**src/rtl/vga_timing_pkg.sv**
```systemverilog
// vga_timing_pkg: 640x480@60 timing constants plus the test-pattern bar
// lookup shared by the timing generator and its users.
package vga_timing_pkg;

  localparam logic [9:0] H_VISIBLE = 10'd640;
  localparam logic [9:0] H_FP      = 10'd16;
  localparam logic [9:0] H_SYNC    = 10'd96;
  localparam logic [9:0] H_BP      = 10'd48;
  localparam logic [9:0] H_TOTAL   = H_VISIBLE + H_FP + H_SYNC + H_BP;  // 800

  localparam logic [9:0] V_VISIBLE = 10'd480;
  localparam logic [9:0] V_FP      = 10'd10;
  localparam logic [9:0] V_SYNC    = 10'd2;
  localparam logic [9:0] V_BP      = 10'd33;
  localparam logic [9:0] V_TOTAL   = V_VISIBLE + V_FP + V_SYNC + V_BP;  // 525

  localparam logic [9:0] BAR_W     = 10'd80;

  // Inclusive sync-pulse bounds derived from the porch/sync widths
  localparam logic [9:0] H_SYNC_FIRST = H_VISIBLE + H_FP;                  // 656
  localparam logic [9:0] H_SYNC_LAST  = H_VISIBLE + H_FP + H_SYNC - 10'd1; // 751
  localparam logic [9:0] V_SYNC_FIRST = V_VISIBLE + V_FP;                  // 490
  localparam logic [9:0] V_SYNC_LAST  = V_VISIBLE + V_FP + V_SYNC - 10'd1; // 491

  typedef enum logic [2:0] {
    BAR_WHITE,
    BAR_YELLOW,
    BAR_CYAN,
    BAR_GREEN,
    BAR_MAGENTA,
    BAR_RED,
    BAR_BLUE,
    BAR_BLACK
  } bar_e;

  typedef struct packed {
    logic [3:0] r;
    logic [3:0] g;
    logic [3:0] b;
  } rgb_t;

  // Bar index as x/80, built from a comparator chain instead of a divider
  function automatic bar_e bar_of(input logic [9:0] x);
    if      (x < BAR_W)          return BAR_WHITE;
    else if (x < BAR_W * 10'd2)  return BAR_YELLOW;
    else if (x < BAR_W * 10'd3)  return BAR_CYAN;
    else if (x < BAR_W * 10'd4)  return BAR_GREEN;
    else if (x < BAR_W * 10'd5)  return BAR_MAGENTA;
    else if (x < BAR_W * 10'd6)  return BAR_RED;
    else if (x < BAR_W * 10'd7)  return BAR_BLUE;
    else                         return BAR_BLACK;
  endfunction

  function automatic rgb_t bar_colour(input bar_e bar);
    rgb_t c;
    c = '0;
    case (bar)
      BAR_WHITE:   c = '{r: 4'hF, g: 4'hF, b: 4'hF};
      BAR_YELLOW:  c = '{r: 4'hF, g: 4'hF, b: 4'h0};
      BAR_CYAN:    c = '{r: 4'h0, g: 4'hF, b: 4'hF};
      BAR_GREEN:   c = '{r: 4'h0, g: 4'hF, b: 4'h0};
      BAR_MAGENTA: c = '{r: 4'hF, g: 4'h0, b: 4'hF};
      BAR_RED:     c = '{r: 4'hF, g: 4'h0, b: 4'h0};
      BAR_BLUE:    c = '{r: 4'h0, g: 4'h0, b: 4'hF};
      default:     c = '0;
    endcase
    return c;
  endfunction

endpackage

```
**src/rtl/vga_axis_counter.sv**
```systemverilog
// vga_axis_counter: modulo-TOTAL counter for one screen axis with enable,
// wrap flag and synchronous active-high reset.
module vga_axis_counter #(
  parameter int unsigned    W     = 10,
  parameter logic [W-1:0]   TOTAL = '1
) (
  input  logic         i_clk,
  input  logic         i_rst,
  input  logic         i_en,
  output logic [W-1:0] o_count,
  output logic         o_wrap
);

  logic [W-1:0] r_count;
  logic         w_last;

  assign w_last  = (r_count == TOTAL - 1'b1);
  assign o_wrap  = i_en & w_last;
  assign o_count = r_count;

  // Step on enable, returning to zero after TOTAL-1
  always_ff @(posedge i_clk) begin
    if (i_rst)       r_count <= '0;
    else if (i_en)   r_count <= w_last ? '0 : r_count + 1'b1;
  end

endmodule

```
**src/rtl/vga_timing_gen.sv**
```systemverilog
// vga_timing_gen: 640x480@60 raster timing (DrawX/DrawY, blank, syncs with a
// SYNC_DELAY-deep alignment line, frame pulse/counter).
// Optional test-pattern bars are built when VGA_TESTPAT_EN is defined.
module vga_timing_gen
  import vga_timing_pkg::*;
#(
  // Cycles hs/vs/blank_d lag DrawX/DrawY; intended range 0..4
  parameter int unsigned SYNC_DELAY = 1
) (
  input  logic        vga_clk,
  input  logic        reset,
  output logic [9:0]  DrawX,
  output logic [9:0]  DrawY,
  output logic        blank,
  output logic        blank_d,
  output logic        hs,
  output logic        vs,
  output logic        frame_start,
  output logic [15:0] frame_count,
  output logic [3:0]  tp_red,
  output logic [3:0]  tp_green,
  output logic [3:0]  tp_blue
);

  logic [9:0]  w_x;
  logic [9:0]  w_y;
  logic        w_h_wrap;
  logic        w_v_wrap;
  logic        w_blank;
  logic        w_hs;
  logic        w_vs;
  logic [15:0] r_frame_count;

  vga_axis_counter #(.W(10), .TOTAL(H_TOTAL)) u_hcnt (
    .i_clk   (vga_clk),
    .i_rst   (reset),
    .i_en    (1'b1),
    .o_count (w_x),
    .o_wrap  (w_h_wrap)
  );

  vga_axis_counter #(.W(10), .TOTAL(V_TOTAL)) u_vcnt (
    .i_clk   (vga_clk),
    .i_rst   (reset),
    .i_en    (w_h_wrap),
    .o_count (w_y),
    .o_wrap  (w_v_wrap)
  );

  // Undelayed raster decode; blank is held low while reset is asserted
  assign w_blank = !reset && (w_x < H_VISIBLE) && (w_y < V_VISIBLE);
  assign w_hs    = !((w_x >= H_SYNC_FIRST) && (w_x <= H_SYNC_LAST));
  assign w_vs    = !((w_y >= V_SYNC_FIRST) && (w_y <= V_SYNC_LAST));

  assign DrawX       = w_x;
  assign DrawY       = w_y;
  assign blank       = w_blank;
  assign frame_start = !reset && (w_x == '0) && (w_y == '0);
  assign frame_count = r_frame_count;

  // Count a frame only on the natural (799,524)->(0,0) step
  always_ff @(posedge vga_clk) begin
    if (reset)         r_frame_count <= '0;
    else if (w_v_wrap) r_frame_count <= r_frame_count + 1'b1;
  end

  generate
    if (SYNC_DELAY == 0) begin : g_nodly
      assign hs      = w_hs;
      assign vs      = w_vs;
      assign blank_d = w_blank;
    end else begin : g_dly
      logic [SYNC_DELAY-1:0] r_hs_line;
      logic [SYNC_DELAY-1:0] r_vs_line;
      logic [SYNC_DELAY-1:0] r_blank_line;

      // Shift line; stage 0 takes the undelayed value, last stage drives out
      always_ff @(posedge vga_clk) begin
        if (reset) begin
          r_hs_line    <= '1;
          r_vs_line    <= '1;
          r_blank_line <= '0;
        end else begin
          r_hs_line[0]    <= w_hs;
          r_vs_line[0]    <= w_vs;
          r_blank_line[0] <= w_blank;
          for (int unsigned i = 1; i < SYNC_DELAY; i++) begin
            r_hs_line[i]    <= r_hs_line[i-1];
            r_vs_line[i]    <= r_vs_line[i-1];
            r_blank_line[i] <= r_blank_line[i-1];
          end
        end
      end

      assign hs      = r_hs_line[SYNC_DELAY-1];
      assign vs      = r_vs_line[SYNC_DELAY-1];
      assign blank_d = r_blank_line[SYNC_DELAY-1];
    end
  endgenerate

`ifdef VGA_TESTPAT_EN
  rgb_t r_tp;

  // Colour bars registered one cycle behind DrawX, dark outside the visible area
  always_ff @(posedge vga_clk) begin
    if (reset || !w_blank) r_tp <= '0;
    else                   r_tp <= bar_colour(bar_of(w_x));
  end

  assign tp_red   = r_tp.r;
  assign tp_green = r_tp.g;
  assign tp_blue  = r_tp.b;
`else
  assign tp_red   = 4'h0;
  assign tp_green = 4'h0;
  assign tp_blue  = 4'h0;
`endif

endmodule

```
**config.mk**
```make
export PLATFORM = sky130hd
export DESIGN_NAME = vga_timing_gen
export DESIGN_NICKNAME = d
export VERILOG_FILES = /design/src/rtl/vga_timing_pkg.sv /design/src/rtl/vga_axis_counter.sv /design/src/rtl/vga_timing_gen.sv
export SDC_FILE = /design/constraint.sdc
export NUM_CORES = 1
export LEC_CHECK = 0
export CAP_MARGIN = 20
export CORE_MARGIN = 5
export CORE_UTILIZATION = 35
export CTS_CLUSTER_DIAMETER = 120
export DETAILED_ROUTE_END_ITERATION = 12
export PLACE_DENSITY = 0.61
export SETUP_SLACK_MARGIN = 0.1
export SYNTH_ARGS = -nofsm -noshare
export SYNTH_HDL_FRONTEND = slang
export SYNTH_SLANG_ARGS = --single-unit
```
**constraint.sdc**
```tcl
create_clock -name vga_clk -period 5.7 [get_ports vga_clk]
set_clock_uncertainty 0.2 [all_clocks]
set_input_delay 1.71 -clock vga_clk [delete_from_list [all_inputs] [get_ports vga_clk]]
set_output_delay 1.71 -clock vga_clk [all_outputs]
set_load 0.02 [all_outputs]
```
==> out/metrics.csv <==
metric,value,unit
first-pass GRT wire length,8721,µm
RR Endpoint,frame_count[7]$_SDFFE_PP0P_,
worst reg-to-reg path cell count,5,
status,completed,
Synth Area per Inst,8.351,µm²
classification of the worst setup path,in2out,
"Hold Vio Cnt, Final",0,
drt initial violations,121,
Post-CTS Repair Setup Buffers,0,
cts hold-fix bufs,0,
Ports,55,
initial core utilization,35.97,%
number of enable flip-flop cells after synthesis,0,
Yosys reg bits,39,
Post-synth ARST share,0,%
synth warn,0,
"CTS clk-pin slew, worst paths",70,ps
fin crit period,5388,ps
fmax,185.6,MHz
register area,780.7,µm²
Detail Route Antenna Nets,0,
Routed WL,5056,µm
H-tree lvl count,2,
Worst Setup End Kind,output port,
Critical R2R Launch,u_hcnt.o_count[0]$_SDFF_PP0_,
Root Driver,clkbuf_8,
final setup violation count,0,
crit share post-route,94.52,%
max cap viols,0,
die area,7744,µm²
post-placement cell area,2519,µm²
Setup crit start kind,primary input,
routed vias,1926,
Rel. slew slack,37.31,%
pwr dens,188.1,nW/µm²
# DRC,0,
Gate Count Post-Synth,255,
worst-margin pin slew,937.5,ps
RSZ-0062 raised after global routing,false,
Area Growth Syn to Fin,22.09,%
clk_lat worst skew,280,ps
multi-input combinational cell area,1186,µm²
CP arrival,3480,ps
initial antenna violation count,0,
routability cong.,0.8600,
Max Fanout on Critical Path,2,
n_diodes,0,
Tot Pwr,0.0004890,W
Total Nets Final,294,
sequence of cells on the critical path,"clkdlybuf4s50_1, nor3_1, nand4_1, nor4_1, clkdlybuf4s50_1",
core area,5921,µm²
count of input and output buffers,42,
hold depth,2,
GRT overflow,0,
reg2reg setup slack,2680,ps
"Top FF cell, synth",dfxtp_1,
vias in the first global route,1741,
synthesized area,2130,µm²
Fin Setup TNS,0,ps
CP max stage delay,660,ps
# rows,28,
Detailed Routing Iterations Pass 1,4,
CTS tree,built,
"Seq/Total Area, Yosys",36.66,%
worst vdd ir,98.85,µV
hold path start,frame_count[5]$_SDFFE_PP0P_,
Worst Hold End,frame_count[5]$_SDFFE_PP0P_,
drt wl/cell,13.93,µm
clk buf depth,2,
slowest CP cell,clkdlybuf4s50_1,
Crit path top cell by count,clkdlybuf4s50_1,
Die X,88,µm
final instance area,2600,µm²
fillers,618,
Num CTS Buffers,5,
cts repair resizes,0,
final HPWL from detailed placement,3513,µm
clock sinks,39,
Unique masters post-synth,38,
Finished Core Util,43.91,%
via density per instance,5.306,
Final Slew Violations,0,
Critical Path RT,3790,ps
share of cells above drive strength 1,5.903,%
Leakage Power,0.8617,nW
largest net degree at the start of global routing,37,
GRT Overall Usage,14.09,%
HP Class,reg2reg,
Die Ht,88,µm
worst max-delay path by stage:
stage	start	endpoint	slack (ps)	depth (start not counted)
after floorplan	reset	frame_start	910	4
after global placement	reset	frame_start	340	5
after detailed placement	reset	frame_start	340	5
after CTS	reset	frame_start	310	5
after global routing	reset	frame_start	120	5
final	reset	frame_start	310	5
layout make-up:
cell class / instances / area share, %
Sequential cell: 39 / 30.03
Multi-Input combinational cell: 190 / 45.62
Timing Repair Buffer: 43 / 16.46
Clock inverter: 1 / 0.1925
Tap cell: 75 / 3.609
Inverter: 8 / 1.155
Clock buffer: 7 / 2.936
sequential cells by signal, indices dropped and copies added, names as in the netlist:
register,count
vs,1
u_hcnt.o_count,10
u_vcnt.o_count,10
frame_count,16
blank_d,1
hs,1
cell usage in the layout (no fill, tap or decap), drive strengths merged, types with 7 or more instances in the layout:
master,n
nor4,10
clkbuf,7
nor2,16
o31ai,9
inv,8
dfxtp,39
a21oi,15
o21ai,7
nor2b,7
conb,12
clkdlybuf4s50,42
nand3,21
or4,12
nand2,12
nand4,12
nor3,11
worst max-delay path: cells and delay by family:
family | cells | cell delay [ps]
buf+inv | 2 | 1100
simple gates | 3 | 670
synth_stat cells, drive strengths merged (6+ instances only):
library cell	instances	area share, %
nor2	16	2.8
o31ai	9	3.2
o21ai	7	1.6
nor3	11	2.8
mux2	6	3.2
and3	6	1.8
nand4	12	3.5
a21oi	15	3.5
or4	12	4.4
xor2	6	2.5
nand3	21	4.9
nor2b	7	2.1
xnor2	6	2.5
clkbuf	9	1.6
inv	8	1.4
buf	20	6.6
dfxtp	39	37
nor4	10	3.2
nand2	12	2.1
where the power goes:
group | internal [W] | leakage, nW | total (W) | switching, W
registers | 0.000274 | 0.315 | 0.000278 | 0.00000319
logic | 0.0000104 | 0.504 | 0.0000322 | 0.0000218
clock network | 0.0000859 | 0.0422 | 0.000179 | 0.0000932
metrics by stage:
step / setup WS, ps / hold slack, ps / cells
after global placement: 335.8 / 281.2 / 355
final: 312.4 / 292.0 / 363
after detailed placement: 340.5 / 284.3 / 355
after global routing: 123.6 / 323.2 / 363
after floorplan: 913.8 / 359.5 / 266
after CTS: 312.0 / 296.0 / 363
layer usage:
layer	track usage, %	part of all wire (%)	vias to the layer above	routed length (µm)
met4	5.021	1.7	0	87
met1	19.50	49	897	2458
met5	0	0	-	0
li1	-	-	970	-
met2	21.78	45	49	2267
met3	2.728	4.8	10	243
logic make-up (layout without fill, tap and decap cells):
group,count (synthesis),after routing,synth area share (%)
other,1,12,0.1761
XOR/XNOR,12,12,4.935
AO/OA/AOI/OAI,33,33,9.047
flip-flops,39,39,36.66
buffers and inverters,37,59,9.577
AND/OR/NAND/NOR,121,121,33.02
adder cells (fa/ha/maj),5,5,2.938
multiplexers,7,7,3.643
(Power assumes the default switching activity.)
